`config.mk`:
```
export PLATFORM = sky130hd
export DESIGN_NAME = rs_ctrl_relay_pipeline
export DESIGN_NICKNAME = d
export VERILOG_FILES = /design/src/rtl/rs_ctrl_relay_pkg.sv /design/src/rtl/rs_relay_station.sv /design/src/rtl/rs_ctrl_relay_pipeline.sv
export SDC_FILE = /design/constraint.sdc
export NUM_CORES = 1
export LEC_CHECK = 0
export CAP_MARGIN = 0
export CORE_ASPECT_RATIO = 1.25
export CORE_MARGIN = 5
export CORE_UTILIZATION = 52
export DETAILED_ROUTE_END_ITERATION = 12
export GPL_TIMING_DRIVEN = 1
export PLACE_DENSITY = 0.76
export SYNTH_ARGS = -nofsm -noshare
export SYNTH_HDL_FRONTEND = slang
export SYNTH_HIERARCHICAL = 1
export SYNTH_SLANG_ARGS = --single-unit
```
`constraint.sdc`:
```
create_clock -name clk -period 1.9 [get_ports clk]
set_input_delay 0.285 -clock clk [delete_from_list [all_inputs] [get_ports clk]]
set_output_delay 0.285 -clock clk [all_outputs]
set_load 0.01 [all_outputs]
```
`src/rtl/rs_ctrl_relay_pkg.sv`:
```
`default_nettype none
// ============================================================================
//  Module   : rs_ctrl_relay_pkg
//  Purpose  : Shared types and helpers for the relay-station token pipeline.
//  Revision : 1.0 - initial release
// ============================================================================
package rs_ctrl_relay_pkg;

   // Entries held by a single relay station (skid buffer depth).
   localparam int STATION_DEPTH = 2;

   // Occupancy state of one relay station.
   typedef enum logic [1:0] {
      EMPTY = 2'd0,
      ONE   = 2'd1,
      TWO   = 2'd2
   } station_state_t;

   // Width of the in-flight counter: must represent 0..STATION_DEPTH*levels.
   function automatic int cnt_width(input int levels);
      return $clog2(STATION_DEPTH * levels + 2);
   endfunction

endpackage
`default_nettype wire

```
`src/rtl/rs_relay_station.sv`:
```
`default_nettype none
// ============================================================================
//  Module   : rs_relay_station
//  Purpose  : One 2-entry skid buffer. Ready (o_full_n) is registered so the
//             downstream read never reaches the upstream ready combinationally.
//  Revision : 1.0 - initial release
// ============================================================================
module rs_relay_station
   import rs_ctrl_relay_pkg::*;
#(
   parameter int DATA_WIDTH = 1
)(
   input  logic                  clk,
   input  logic                  rst,
   input  logic                  i_write,
   input  logic [DATA_WIDTH-1:0] i_din,
   output logic                  o_full_n,
   output logic                  o_empty_n,
   output logic [DATA_WIDTH-1:0] o_dout,
   input  logic                  i_read
);

   station_state_t        r_state;
   station_state_t        w_state_nxt;
   logic                  r_full_n;
   logic [DATA_WIDTH-1:0] r_data0;      // head entry, drives o_dout
   logic [DATA_WIDTH-1:0] r_data1;      // skid entry, only valid in TWO
   logic [DATA_WIDTH-1:0] w_data0_nxt;
   logic [DATA_WIDTH-1:0] w_data1_nxt;
   logic                  w_push;
   logic                  w_pop;

   assign w_push = i_write & r_full_n;
   assign w_pop  = i_read & (r_state != EMPTY);

   // Next-state and next-data selection for the skid buffer.
   always_comb begin
      w_state_nxt = r_state;
      w_data0_nxt = r_data0;
      w_data1_nxt = r_data1;
      case (r_state)
         EMPTY: begin
            if (w_push) begin
               w_state_nxt = ONE;
               w_data0_nxt = i_din;
            end
         end
         ONE: begin
            if (w_push && !w_pop) begin
               w_state_nxt = TWO;
               w_data1_nxt = i_din;
            end else if (w_pop && !w_push) begin
               w_state_nxt = EMPTY;
            end else if (w_push && w_pop) begin
               w_data0_nxt = i_din;
            end
         end
         TWO: begin
            // r_full_n is low here, so w_push cannot occur.
            if (w_pop) begin
               w_state_nxt = ONE;
               w_data0_nxt = r_data1;
            end
         end
         default: begin
            w_state_nxt = EMPTY;
         end
      endcase
   end

   // State, registered ready and payload storage.
   always_ff @(posedge clk or posedge rst) begin
      if (rst) begin
         r_state  <= EMPTY;
         r_full_n <= 1'b0;
         r_data0  <= '0;
         r_data1  <= '0;
      end else begin
         r_state  <= w_state_nxt;
         r_full_n <= (w_state_nxt != TWO);
         r_data0  <= w_data0_nxt;
         r_data1  <= w_data1_nxt;
      end
   end

   assign o_full_n  = r_full_n;
   assign o_empty_n = (r_state != EMPTY);
   assign o_dout    = r_data0;

endmodule
`default_nettype wire

```
`src/rtl/rs_ctrl_relay_pipeline.sv`:
```
`default_nettype none
// ============================================================================
//  Module   : rs_ctrl_relay_pipeline
//  Purpose  : FIFO-style token pipeline of LEVELS relay stations with an
//             in-flight token count and a drain-detect idle flag.
//             Optional macro RS_CTRL_RELAY_STATS_EN adds xfer_count and
//             stall_seen outputs.
//  Revision : 1.0 - initial release
// ============================================================================
module rs_ctrl_relay_pipeline
   import rs_ctrl_relay_pkg::*;
#(
   parameter int DATA_WIDTH   = 1,
   parameter int LEVELS       = 2,
   parameter int GRACE_PERIOD = 2 * LEVELS,
   parameter int CNT_W        = cnt_width(LEVELS)
)(
   input  logic                  clk,
   input  logic                  reset,
   input  logic [DATA_WIDTH-1:0] if_din,
   input  logic                  if_write,
   output logic                  if_full_n,
   output logic [DATA_WIDTH-1:0] if_dout,
   output logic                  if_empty_n,
   input  logic                  if_read,
   output logic [CNT_W-1:0]      inflight,
   output logic                  idle
`ifdef RS_CTRL_RELAY_STATS_EN
   ,
   output logic [31:0]           xfer_count,
   output logic                  stall_seen
`endif
);

   // A zero grace period would make the counter zero-width; treat it as 1.
   localparam int c_GRACE   = (GRACE_PERIOD < 1) ? 1 : GRACE_PERIOD;
   localparam int c_GRACE_W = $clog2(c_GRACE + 1);

   logic                 w_push;
   logic                 w_pop;
   logic                 w_quiet;
   logic [c_GRACE_W-1:0] r_grace;
   logic                 r_idle;

   assign w_push = if_write & if_full_n;
   assign w_pop  = if_read & if_empty_n;

   generate
      if (LEVELS > 0) begin : g_chain
         // Index k is the boundary in front of station k; index LEVELS is
         // the downstream interface.
         logic [DATA_WIDTH-1:0] w_dat [0:LEVELS];
         logic                  w_vld [0:LEVELS];
         logic                  w_rdy [0:LEVELS];
         logic [CNT_W-1:0]      r_inflight;

         assign w_dat[0]      = if_din;
         assign w_vld[0]      = if_write;
         assign w_rdy[LEVELS] = if_read;

         for (genvar k = 0; k < LEVELS; k++) begin : g_station
            rs_relay_station #(
               .DATA_WIDTH (DATA_WIDTH)
            ) u_station (
               .clk       (clk),
               .rst       (reset),
               .i_write   (w_vld[k]),
               .i_din     (w_dat[k]),
               .o_full_n  (w_rdy[k]),
               .o_empty_n (w_vld[k+1]),
               .o_dout    (w_dat[k+1]),
               .i_read    (w_rdy[k+1])
            );
         end

         assign if_full_n  = w_rdy[0];
         assign if_empty_n = w_vld[LEVELS];
         assign if_dout    = w_dat[LEVELS];

         // Token occupancy: up on accepted push, down on accepted pop.
         always_ff @(posedge clk or posedge reset) begin
            if (reset) begin
               r_inflight <= '0;
            end else if (w_push && !w_pop) begin
               r_inflight <= r_inflight + CNT_W'(1);
            end else if (w_pop && !w_push) begin
               r_inflight <= r_inflight - CNT_W'(1);
            end
         end

         assign inflight = r_inflight;
      end else begin : g_pass
         // No stations: the interface is a plain wire-through.
         assign if_dout    = if_din;
         assign if_empty_n = if_write;
         assign if_full_n  = if_read;
         assign inflight   = '0;
      end
   endgenerate

   assign w_quiet = (inflight == '0) && !if_write;

   // Grace counter saturates at c_GRACE while quiet; idle is raised one
   // edge after saturation and drops on the first non-quiet edge.
   always_ff @(posedge clk or posedge reset) begin
      if (reset) begin
         r_grace <= '0;
         r_idle  <= 1'b0;
      end else begin
         if (!w_quiet) begin
            r_grace <= '0;
         end else if (r_grace != c_GRACE_W'(c_GRACE)) begin
            r_grace <= r_grace + c_GRACE_W'(1);
         end
         r_idle <= w_quiet && (r_grace == c_GRACE_W'(c_GRACE));
      end
   end

   assign idle = r_idle;

`ifdef RS_CTRL_RELAY_STATS_EN
   logic [31:0] r_xfer_count;
   logic        r_stall_seen;

   // Wrapping pop counter and sticky upstream-stall flag.
   always_ff @(posedge clk or posedge reset) begin
      if (reset) begin
         r_xfer_count <= '0;
         r_stall_seen <= 1'b0;
      end else begin
         if (w_pop) begin
            r_xfer_count <= r_xfer_count + 32'd1;
         end
         if (if_write && !if_full_n) begin
            r_stall_seen <= 1'b1;
         end
      end
   end

   assign xfer_count = r_xfer_count;
   assign stall_seen = r_stall_seen;
`endif

endmodule
`default_nettype wire

```
==> results.txt, run 1 <==
- In this run, synthesis produced a sequential element count of 17.
* Relative slew slack: 81.6%
- Count of non-filler cells in the finished layout: 116
- Of the total power, the clock network draws 11.0%.
- Gpl congestion: 0.809
- Sequential cells account for 39.0% of the total power.
* Switch share: 36.4%
- Setup violations remaining at the end of the flow were counted as 0.
- In the final layout, the share of cells above drive strength 1 is 28.6%.
* # DRC: 0
- Once detail routing completed, the nets flagged for antenna violations numbered 0.
- After clock tree synthesis, the clock-pin slew on the worst setup and hold paths is 0.09 ns.
* Drt initial violations: 5
- The number of max-slew violations in the final report came to 0.
- Entering global routing, the biggest net connects 10 pins.
- A synthesized cell averages 11.6 sq um.
* Overflow left after global routing: 0
- Ranked by total cell area, the synthesized netlist is headed by sky130_fd_sc_hd__dfrtp_1, sky130_fd_sc_hd__nand3b_4, sky130_fd_sc_hd__o32a_1.
- Counting every sink on the clock net gives 17.
* Maximum buffer depth of the clock tree: 2
* WS Path Type: flip-flop to flip-flop
- In this run, post-CTS hold repair placed 0 buffers.
- Wire per inst: 13.6 um
- TritonCTS built the clock tree.
- Startpoint type of the worst setup path: flip-flop
* Critical R2R Launch: g_chain.g_station[1].u_station/r_state[0]
- Final Skew: 0.00549 ns
* Fill count: 123
- TritonCTS created 3 clock buffers.
- The endpoint identified for the worst register-to-register timing path is inflight[2].
- At the end of the flow, the number of nets in the layout was 108.
* Initial antenna violation count: 0
* Max capacitance violation total: 0
* R2R depth: 9
- Across all register-to-register paths, the minimum setup slack is 0.14 ns.
* Max Clock Freq: 0.569 GHz
- In this run, the combinational gates consume 50.0% of the power.
- Post-placement cell count: 110
* Pre-Repair DR Iteration Count: 4
* Buffer type at the clock tree root: sky130_fd_sc_hd__clkbuf_4
- Dividing the detail-routed via count by the number of cells gives 5.34.
- Post-layout minimum cycle time: 1.76 ns
- The die is 47.3 um wide.
- The floorplan has 16 rows.
- Capturing element type of the critical path: flip-flop
- Internal power summed over all cells: 1.07 mW
- The core region is 1600 sq um.
- Proportion of synthesized flip-flops having asynchronous set or reset: 100%
- For this run, the number of Yosys warnings is 6.
* Height of the chip: 56.6 um
* Number of hold-slack violations in the final timing report: 0
- After detailed placement, the total cell area comes to 1060 sq um.
- Clock latency on the worst-skew pair, taken at its later pin, is 0.28 ns.
- Number of global-route vias before repair: 594
- Syn Inst Count: 78
- Maximum VDD drop: 0.952 mV
- Cell with the most instances after synthesis: sky130_fd_sc_hd__dfrtp_1
* Wire length of the first global-routing pass: 2500 um
* Effective utilization at floorplan: 56.4%
* Cell type with the highest aggregate area in the netlist: sky130_fd_sc_hd__dfrtp_1
- The floorplan step defined a die boundary enclosing 2680 sq um.
- In this run the tool buffered the top-level ports with 11 buffer cells.
- Worst hold slack across all endpoints: 0.258 ns
- The synthesized netlist occupies a cell area of 903 sq um.
- After routing the design area is 1110 sq um.
- In this run, distinct cell masters in the synthesized netlist total 25.
- Count of flip-flops with a built-in enable after synthesis: 0
- Area added between synthesis and finish: 22.6%
* Run status: complete, no violations
- Critical path data required time: 2.11 ns
- Adding up every negative setup slack in the final design gives 0 ns.
- Summed over all layers, the routed wires come to 1580 um.
- Share of Yosys cell area claimed by the top area cell type: 47.1%
- Of the synthesized area, sequential elements account for 47.1%.
- The tightest min-delay check is of the primary input to async pin type.
- Half-perimeter wire length after detailed placement: 1220 um
- Of the available clock period, the critical path in the final layout requires 92.5%.
- For this block, the via count after detailed routing is 619.
- At the pin with the least slew margin, the transition time is 0.276 ns.
- Across every metal layer, demand over resource in global routing totals 12.7%.
* Source of the critical timing path: g_chain.g_station[1].u_station/r_state[0]
- Data arrival at the endpoint of the critical path: 1.97 ns
* Maximum fanout encountered on the critical timing path: 4
- Setup repair after global routing left no endpoint under its margin.
* Syn nets: 87
- N_diodes: 0
* Ranking of synthesized cells by instance count: sky130_fd_sc_hd__dfrtp_1, sky130_fd_sc_hd__inv_1, sky130_fd_sc_hd__nand2_1
- CTS H-Tree Depth: 1
- Total power density per cell area: 1510 nW/um^2
* Sw Pwr: 0.611 mW
- Predominant post-synthesis flop cell: sky130_fd_sc_hd__dfrtp_1
- Number of top-level pins: 12
- Summed over all cells, the static leakage comes to 0.493 nW.
==> layer usage <==
metal / global-route usage, % / share of wire, % / wire length, um
met1: 15.9 / 42 / 658
met2: 19.9 / 52 / 817
met3: 2.88 / 4.6 / 72
met4: 5.93 / 2.0 / 31
met5: 0 / 0 / 0
==> sequential cells by signal, indices dropped and copies added (netlist names) <==
signal                                flops
r_grace                                   3
inflight                                  3
idle                                      1
g_chain.g_station.u_station/o_dout        2
g_chain.g_station.u_station/r_state       4
g_chain.g_station.u_station/r_data1       2
g_chain.g_station.u_station/o_full_n      2
==> critical path: stages, from the launching register on <==
cell                      delay [ns]
sky130_fd_sc_hd__dfrtp_1        0.42
sky130_fd_sc_hd__nor2_2         0.13
sky130_fd_sc_hd__inv_1          0.06
sky130_fd_sc_hd__nand2_1        0.07
sky130_fd_sc_hd__ha_2           0.18
sky130_fd_sc_hd__inv_1          0.06
sky130_fd_sc_hd__fa_2           0.34
sky130_fd_sc_hd__xor2_1         0.15
sky130_fd_sc_hd__nor2_1         0.11
sky130_fd_sc_hd__xor2_1         0.16
==> timing repair <==
action,CTS,global route
buffers inserted,0,2
resized for setup,0,3
setup endpoints to repair,0,1
==> worst max path at each step <==
stage | end
floorplan | inflight[2]
global route | inflight[2]
finish | inflight[2]
detailed placement | inflight[2]
CTS | inflight[2]
global placement | inflight[2]
==> kinds of logic (layout without fill, tap and decap cells) <==
logic type,after synthesis,after routing,synth area share (%)
AND/OR/NAND/NOR,27,27,20.9
flip-flops,17,17,47.1
AO/OA/AOI/OAI,11,11,10.8
buffers and inverters,10,30,4.16
multiplexers,5,5,6.79
adder cells (fa/ha/maj),4,4,6.37
XOR/XNOR,4,4,3.88
==> power by group through the flow <==
stage	combinational, mW	clock (mW)	sequential (mW)
4_1_cts	0.795	0.194	0.656
5_1_grt	0.918	0.213	0.673
3_5_place_dp	0.790	0	0.663
6_report	0.838	0.185	0.653
2_1_floorplan	0.533	0	0.655
3_3_place_gp	0.767	0	0.658
==> through the flow <==
stage	setup slack, ns	power [mW]	utilization (%)
final	0.143	1.68	69.1
after floorplan	0.183	1.19	-
after CTS	0.0370	1.65	67.7
after detailed placement	-0.119	1.45	66.1
after global routing	0.0482	1.80	69.1
after global placement	-0.0304	1.43	66.1
==> layout make-up <==
type,instances,area [sq um],share of cell area [%]
inverter,10,37.5,3.39
multi-input combinational,51,448,40.5
timing repair buffer,16,148,13.3
sequential,17,425,38.4
tap,18,22.5,2.03
clock buffer,4,26.3,2.37
==> placed cells by master (no fill, tap or decap) <==
| master | netlist | layout |
|---|---|---|
| sky130_fd_sc_hd__a211o_2 | 2 | 2 |
| sky130_fd_sc_hd__a21oi_1 | 1 | 1 |
| sky130_fd_sc_hd__a21oi_2 | 2 | 2 |
| sky130_fd_sc_hd__and2_1 | 1 | 1 |
| sky130_fd_sc_hd__buf_4 | 0 | 5 |
| sky130_fd_sc_hd__clkbuf_1 | 0 | 1 |
| sky130_fd_sc_hd__clkbuf_4 | 0 | 3 |
| sky130_fd_sc_hd__clkdlybuf4s50_1 | 0 | 11 |
| sky130_fd_sc_hd__dfrtp_1 | 17 | 17 |
| sky130_fd_sc_hd__fa_2 | 0 | 1 |
| sky130_fd_sc_hd__ha_1 | 3 | 2 |
| sky130_fd_sc_hd__ha_2 | 0 | 1 |
| sky130_fd_sc_hd__inv_1 | 8 | 8 |
| sky130_fd_sc_hd__inv_2 | 2 | 2 |
| sky130_fd_sc_hd__mux2_2 | 1 | 1 |
| sky130_fd_sc_hd__mux2_4 | 2 | 2 |
| sky130_fd_sc_hd__mux2i_1 | 2 | 2 |
| sky130_fd_sc_hd__nand2_1 | 8 | 8 |
| sky130_fd_sc_hd__nand3_1 | 1 | 1 |
| sky130_fd_sc_hd__nand3b_4 | 2 | 2 |
| sky130_fd_sc_hd__nor2_1 | 7 | 6 |
| sky130_fd_sc_hd__nor2_2 | 0 | 1 |
| sky130_fd_sc_hd__nor2b_2 | 2 | 2 |
| sky130_fd_sc_hd__nor2b_4 | 2 | 2 |
| sky130_fd_sc_hd__nor3_2 | 1 | 1 |
| sky130_fd_sc_hd__nor3b_1 | 2 | 2 |
| sky130_fd_sc_hd__o21bai_1 | 2 | 2 |
| sky130_fd_sc_hd__o32a_1 | 4 | 4 |
| sky130_fd_sc_hd__or4_4 | 1 | 1 |
| sky130_fd_sc_hd__xnor2_1 | 2 | 2 |
| sky130_fd_sc_hd__xor2_1 | 2 | 2 |
(Power assumes the default switching activity.)
==> run 2: changes to the inputs <==
Settings changed: CORE_UTILIZATION 52 to 24, PLACE_DENSITY 0.76 to not set.
==> run 2 against run 1 <==
Against the previous run:
- fmax fell by 1.2%
- sequential power grew 0.6%
- core utilization decreased by 38 points
- design area increased by 3.1%
- highest routed layer unchanged
==> results.txt, run 2 (synthesis gave the netlist of run 1 again) <==
- The sequential group share of total power is 37.5% (-1.5 points).
- The routability congestion estimate from global placement is 0.688 (-15%).
- The deepest level of the CTS H-tree was 1 (unchanged).
* Sw Pwr: 0.634 mW (+3.7%)
- Total core area: 3720 sq um (+130%)
* Final Skew: 0.000997 ns (-0.00450 ns)
- The power density normalized to cell area was 1530 nW/um^2 (+1.3%).
* N_diodes: 0 (unchanged)
- Number of buffer cells added on primary ports: 11 (unchanged)
- The horizontal extent of the die is 64.9 um (+37%).
- The most critical setup path has its startpoint at g_chain.g_station[1].u_station/r_state[1].
- The combined global-route utilization of all metal layers was 7.68% (-5.1 points).
- Max Clock Freq: 0.562 GHz (-1.2%)
* Most frequent cells in the layout: sky130_fd_sc_hd__dfrtp_1, sky130_fd_sc_hd__clkdlybuf4s50_1, sky130_fd_sc_hd__nand2_1, sky130_fd_sc_hd__inv_1, sky130_fd_sc_hd__nor2_1
- The via count of the first global-routing pass came to 704 (+19%).
- Number of hold-slack violations in the final timing report: 0 (unchanged)
- Number of clock buffers inserted by TritonCTS: 3 (unchanged)
- The ratio of final minimum period to clock period was 93.6% (+1.1 points).
- The minimum setup slack after placement came to -0.0814 ns (+0.0374 ns).
- WS Path Type: flip-flop to flip-flop
* Final Max Tran Viols: 0 (unchanged)
- Setup repair after global routing left no endpoint under its margin.
* Global routing's busiest layer: met2
- Full die area: 5100 sq um (+91%)
- Maximum number of pins on one net before global-route repair: 10 (unchanged)
* Effective utilization at floorplan: 24.3% (-32 points)
- The average wire length per cell after detail routing came to 12.8 um (-6.2%).
- Switch share: 36.2% (-0.23 points)
- The run finished with clean final reports.
- Initial antenna violation count: 0 (unchanged)
- Maximum fanout encountered on the critical timing path: 5 (+1)
* Reg2reg setup slack: 0.12 ns (-0.02 ns)
* Data arrival at the endpoint of the critical path: 1.96 ns (about the same)
* Skew-Pair Late Insertion Delay: 0.26 ns (-0.02 ns)
- Routed WL: 1750 um (+11%)
- Post-detailed-route count of antenna-violating nets: 0 (unchanged)
- The cell leakage power is 0.497 nW (+0.84%).
- The number of placement rows came to 25 (+9).
* Buffer type at the clock tree root: sky130_fd_sc_hd__clkbuf_8
- Total power draw: 1.75 mW (+4.4%)
* Post-layout minimum cycle time: 1.78 ns (+0.0216 ns)
- Fill count: 371 (+200%)
- Maximum buffer depth of the clock tree: 2 (unchanged)
- The global routing met1 resource utilization is 7.85% (-8.1 points).
* Drt initial violations: 12 (+7)
- More flip-flops sit in one register than any other, and that register is g_chain.g_station.u_station/r_state.
- TritonCTS built the clock tree.
- Relative slew slack: 80.3% (-1.3 points)
- Final net count: 107 (-0.93%)
* Critical path data required time: 2.08 ns (-0.03 ns)
- Overflow left after global routing: 0 (unchanged)
* R2R depth: 9 (unchanged)
* Reg-to-reg critical path endpoint: inflight[2]
- The worst setup path is launched from a flip-flop.
- The post-CTS clock slew at the launch and capture registers of the worst setup and hold paths is 0.06 ns (-0.03 ns).
- Height of the chip: 78.6 um (+39%)
* Maximum VDD drop: 0.427 mV (-55%)
- Proportion of power drawn by the clock network: 15.6% (+4.6 points)
- The estimated wirelength of the detail-placed design came to 1300 um (+6.0%).
- Pre-Repair DR Iteration Count: 4 (unchanged)
- The number of clock sinks is 17 (unchanged).
- The vias after detailed routing came to 615 (-0.65%).
- The number of top-level design ports came to 12 (unchanged).
* Slew of the pin with the lowest slew margin: 0.295 ns (+0.0189 ns)
* GR Layer Usage met3: 1.72% (-1.2 points)
* Share of cells above drive strength 1: 25.8% (-2.8 points)
- Final setup margin: 0.122 ns (-0.0216 ns)
- The flip-flop count of the largest register, all copies and words added is 4 (unchanged).
- The met2 capacity usage during global routing is 14.0% (-5.9 points).
* Final setup viols: 0 (unchanged)
* Internal power summed over all cells: 1.12 mW (+4.8%)
* Area added between synthesis and finish: 26.3%
* # DRC: 0 (unchanged)
- Logic pwr share: 46.8% (-3.2 points)
* Ratio of routed vias to standard cells: 4.49 (-16%)
* Max capacitance violation total: 0 (unchanged)
- Quantity of hold-fixing buffers added after cts: 0 (unchanged)
* Commonest non-fill, non-tap cell in the layout: sky130_fd_sc_hd__dfrtp_1
- Wire length of the first global-routing pass: 3000 um (+20%)
- STA classifies the critical path endpoint as a flip-flop.
- The tightest min-delay check is of the primary input to async pin type.
- Critical R2R Launch: g_chain.g_station[1].u_station/r_state[1]
run 2: changes by cell type in the layout (fill, tap and decap cells not counted):
cell,change
sky130_fd_sc_hd__clkbuf_4,-3
sky130_fd_sc_hd__clkbuf_8,+3
sky130_fd_sc_hd__buf_4,-1
sky130_fd_sc_hd__fa_1,+1
sky130_fd_sc_hd__fa_2,-1
sky130_fd_sc_hd__ha_1,+1
sky130_fd_sc_hd__ha_2,-1
run 2: timing repair:
item | 4_1_cts | 5_1_grt
resized for setup | 0 | 1
setup endpoints to repair | 0 | 1
setup buffers | 0 | 0
run 2: worst max-delay path by stage:
stage	endpoint	slack (ns)	cells after the start
2_1_floorplan	inflight[2]	0.18	9
3_3_place_gp	inflight[1]	-0.04	6
3_5_place_dp	inflight[2]	-0.08	8
4_1_cts	inflight[2]	0.10	9
5_1_grt	inflight[2]	0.003	9
6_report	inflight[2]	0.12	9
run 2: per-stage QoR:
step	cell area, sq um	util, %	setup TNS (ns)	hold slack, ns	std cells
global placement	1090	29.4	-0.0669	0.491	133
CTS	1140	30.6	0	0.328	137
finish	1140	30.7	0	0.331	137
detailed placement	1090	29.4	-0.112	0.487	133
floorplan	903	-	0	0.0635	78
global route	1140	30.7	0	0.344	137
run 2: worst max-delay path, stage by stage, from the launching register on:
cell                      delay, ns
sky130_fd_sc_hd__dfrtp_1       0.43
sky130_fd_sc_hd__nor2_2        0.12
sky130_fd_sc_hd__inv_1         0.06
sky130_fd_sc_hd__nand2_1       0.09
sky130_fd_sc_hd__ha_1          0.17
sky130_fd_sc_hd__inv_1         0.05
sky130_fd_sc_hd__fa_1          0.37
sky130_fd_sc_hd__xor2_1        0.16
sky130_fd_sc_hd__nor2_1        0.11
sky130_fd_sc_hd__xor2_1        0.14
run 2: per-layer routing:
| layer | wire length [um] | vias up |
|---|---|---|
| met1 | 713 | 303 |
| met4 | 40 | 0 |
| met3 | 78 | 3 |
| met2 | 917 | 11 |
| li1 | - | 298 |
| met5 | 0 | - |
run 2: layout make-up:
class	count	area (sq um)	area share (%)
multi-input cells	51	443	38.8
flip-flops and latches	17	425	37.3
repair buffers	15	140	12.3
well taps	40	50.0	4.39
clock buffers	4	45.0	3.95
inverters	10	37.5	3.29
run 2: power groups by stage:
stage               registers (mW)  clock network, mW  logic (mW)
floorplan                    0.655                  0       0.533
global placement             0.649                  0       0.798
detailed placement           0.652                  0       0.813
CTS                          0.651              0.281       0.827
global route                 0.676              0.301       0.896
finish                       0.657              0.273       0.820
==> run 3: changes to the inputs <==
Settings changed: HOLD_SLACK_MARGIN set to 0.03.
Clock period 1.9 ns to 1.7 ns, I/O delays scaled along.
==> run 3 against run 2 <==
Against the previous run:
- the run now ends with negative setup slack left
- critical path depth down 1
- sequential power up 9.7%
- clock skew up 0.00078 ns
- first-iteration DRC count up 75%
- die area unchanged
- critical endpoint unchanged
- largest cell class unchanged
==> results.txt, run 3 (synthesis gave the netlist of run 1 again) <==
- Max Clock Freq: 0.587 GHz
- Max capacitance violation total: 0 (unchanged)
- Relative slew slack: 81.7% (+1.4 points)
- The layout cell share with drive strength beyond 1 was 34.3% (+8.5 points).
- N_diodes: 0 (unchanged)
- Width of the chip: 64.9 um (unchanged)
* Cells along the critical path: clkdlybuf4s50_1 -> and2_1 -> ha_4 -> inv_2 -> fa_2 -> xor2_1 -> nor2_1 -> xor2_1
- The floorplan die area is 5100 sq um (unchanged).
* Final setup viols: 1 (+1)
- Reg2reg setup slack: -0.005 ns (-0.13 ns)
- Broken down by cell family, the worst path's largest delay share belongs to buffers and inverters.
- Worst hold slack across all endpoints: 0.279 ns (-0.0526 ns)
- WS Path Type: primary input to flip-flop
- Among all stages on the critical path, the largest delay is contributed by sky130_fd_sc_hd__clkdlybuf4s50_1.
- The final standard cell utilization of the core is 32.2% (+1.5 points).
- Overflow left after global routing: 0 (unchanged)
- The number of clock sinks is 17 (unchanged).
- Maximum VDD drop: 0.459 mV (+7.4%)
* Routed WL: 1770 um (+1.4%)
* Number of clock buffers inserted by TritonCTS: 3 (unchanged)
- Slew of the pin with the lowest slew margin: 0.274 ns (-0.0208 ns)
* Logic pwr share: 51.1% (+4.3 points)
* Total power density per cell area: 1730 nW/um^2 (+13%)
* Final std cell area, no fill: 1200 sq um (+5.0%)
- The floorplan die height is 78.6 um (unchanged).
- The post-route DRC violation count came to 0 (unchanged).
* Ratio of routed vias to standard cells: 4.49 (about the same)
* Run status: finished with violations
* Count of buffer and inverter cells on the critical path: 2 (unchanged)
- Dpl cell area: 1120 sq um (+2.5%)
- In the layout the commonest cells are sky130_fd_sc_hd__dfrtp_1, sky130_fd_sc_hd__clkdlybuf4s50_1, sky130_fd_sc_hd__buf_4.
- The sequential group share of total power is 34.8% (-2.7 points).
* Reg-to-reg critical path endpoint: inflight[2]
* Number of hold-slack violations in the final timing report: 0 (unchanged)
* Maximum buffer depth of the clock tree: 2 (unchanged)
* Internal power summed over all cells: 1.34 mW (+20%)
- The cell leakage power came to 0.528 nW (+6.2%).
- Switch share: 35.4% (-0.78 points)
- The proportion of power drawn by the clock network came to 14.1% (-1.5 points).
- The worst setup margin is -0.00476 ns (-0.127 ns).
* Buffer type at the clock tree root: sky130_fd_sc_hd__clkbuf_8
- Gpl congestion: 0.743 (+8.0%)
* Most prevalent standard cell on the critical path: sky130_fd_sc_hd__xor2_1
- The quantity of I/O buffers inserted on ports is 11 (unchanged).
* Post-detailed-route count of antenna-violating nets: 0 (unchanged)
- Commonest non-fill, non-tap cell in the layout: sky130_fd_sc_hd__dfrtp_1
- Maximum fanout encountered on the critical timing path: 2 (-3)
* RSZ-0062 raised after global routing: yes
- The worst register-to-register path begins at g_chain.g_station[1].u_station/r_state[1].
- The global-route wire length before repair came to 3070 um (+2.3%).
- Pre-Repair DR Iteration Count: 4 (unchanged)
* Violated checks: negative setup slack
- Capturing element type of the critical path: flip-flop
* Max reg flops: 4 (unchanged)
- Site Rows: 25 (unchanged)
- The number of top-level design ports was 12 (unchanged).
- CTS H-Tree Depth: 1 (unchanged)
* Effective utilization at floorplan: 24.3% (unchanged)
- Number of global-route vias before repair: 656 (-6.8%)
* Final Max Tran Viols: 0 (unchanged)
- The register with the most flip-flops in the final layout is g_chain.g_station.u_station/r_state.
- The area inside the core boundary is 3720 sq um (unchanged).
* Global-route total usage across every layer: 7.86% (+0.18 points)
- The vias after detailed routing came to 638 (+3.7%).
- Post-layout minimum cycle time: 1.70 ns
- The worst setup path is launched from a primary input.
- The worst-case clock skew was 0.00178 ns (+0.000784 ns).
* Post-Place Setup Slack: -0.276 ns (-0.194 ns)
* Cell depth of the worst setup path: 8 (-1)
- The number of cell instances on the worst register-to-register path is 9 (unchanged).
- CP max stage delay: 0.47 ns (+0.04 ns)
* Maximum number of pins on one net before global-route repair: 10 (unchanged)
- Skew-Pair Late Insertion Delay: 0.25 ns (about the same)
- The estimated wirelength of the detail-placed design was 1410 um (+8.5%).
- The net switching power figure is 0.734 mW (+16%).
* Type of the worst min-delay path: primary input to async pin
- The initial detailed-routing violation count is 21 (+9).
* Data arrival at the endpoint of the critical path: 1.87 ns (-0.09 ns)
- Initial antenna violation count: 0 (unchanged)
* Wire per inst: 12.5 um (-2.2%)
* Area added between synthesis and finish: 32.7%
- The count of nets after finishing came to 112 (+4.7%).
- The post-CTS clock slew at the launch and capture registers of the worst setup and hold paths was 0.06 ns (about the same).
- Critical path data required time: 1.87 ns (-0.21 ns)
- Final period utilization: 100%
- TritonCTS clock tree: built
-- run 3: cell count changes in the layout (fill, tap and decap cells not counted) --
cell                              previous run  this run
sky130_fd_sc_hd__buf_4                       4         9
sky130_fd_sc_hd__clkdlybuf4s50_1            11        10
sky130_fd_sc_hd__dlymetal6s2s_1              0         1
sky130_fd_sc_hd__fa_1                        1         0
sky130_fd_sc_hd__fa_2                        0         1
sky130_fd_sc_hd__ha_1                        3         2
sky130_fd_sc_hd__ha_4                        0         1
sky130_fd_sc_hd__inv_1                       8         6
sky130_fd_sc_hd__inv_2                       2         4
sky130_fd_sc_hd__nand2_1                     8         7
sky130_fd_sc_hd__nand2_2                     0         1
-- run 3: layout make-up --
type,count,area (sq um)
multi-input combinational,51,460
sequential,17,425
tap,40,50.0
inverter,10,37.5
timing repair buffer,20,180
fill,377,2520
clock buffer,4,45.0
-- run 3: worst reg2reg max path: cells and delay by family (launching register included) --
family | cells | cell delay (ns)
XOR/XNOR | 2 | 0.32
adder cells (fa/ha/maj) | 2 | 0.45
buffers and inverters | 2 | 0.09
flip-flops | 1 | 0.39
AND/OR/NAND/NOR | 3 | 0.38
-- run 3: what timing repair did --
item                       4_1_cts  5_1_grt
buffers inserted                 1        1
setup endpoints to repair        2        3
pin swaps                        3        3
resized for setup                1        5
hold buffers                     0        0
-- run 3: through the flow --
| stage | cells | total power, mW | TNS, ns |
|---|---|---|---|
| 2_1_floorplan | 78 | 1.34 | 0 |
| 3_3_place_gp | 136 | 1.67 | -0.455 |
| 4_1_cts | 141 | 2.04 | -0.0530 |
| 6_report | 142 | 2.07 | -0.00476 |
| 3_5_place_dp | 136 | 1.71 | -0.469 |
| 5_1_grt | 142 | 2.25 | -0.114 |
-- run 3: layer usage --
| metal | GRT usage [%] | routed length [um] | vias up |
|---|---|---|---|
| li1 | - | - | 313 |
| met1 | 9.44 | 797 | 310 |
| met2 | 12.5 | 848 | 11 |
| met3 | 2.58 | 92 | 4 |
| met4 | 3.81 | 35 | 0 |
| met5 | 0 | 0 | - |
-- run 3: power groups by stage --
| stage | Combinational [mW] | Sequential [mW] | Clock (mW) |
|---|---|---|---|
| floorplan | 0.601 | 0.734 | 0 |
| global placement | 0.957 | 0.717 | 0 |
| detailed placement | 0.988 | 0.725 | 0 |
| CTS | 1.02 | 0.718 | 0.304 |
| global route | 1.16 | 0.751 | 0.330 |
| finish | 1.06 | 0.721 | 0.292 |
-- run 3: worst max path at each step --
stage                              to  slack (ns)                                       from
after floorplan           inflight[2]        0.01  g_chain.g_station[1].u_station/r_state[1]
after global routing      inflight[2]       -0.11  g_chain.g_station[1].u_station/r_state[1]
after CTS                 inflight[2]       -0.05  g_chain.g_station[1].u_station/r_state[0]
final                     inflight[2]      -0.005                                   if_write
after detailed placement  inflight[2]       -0.28                                   if_write
after global placement    inflight[2]       -0.26                                   if_write
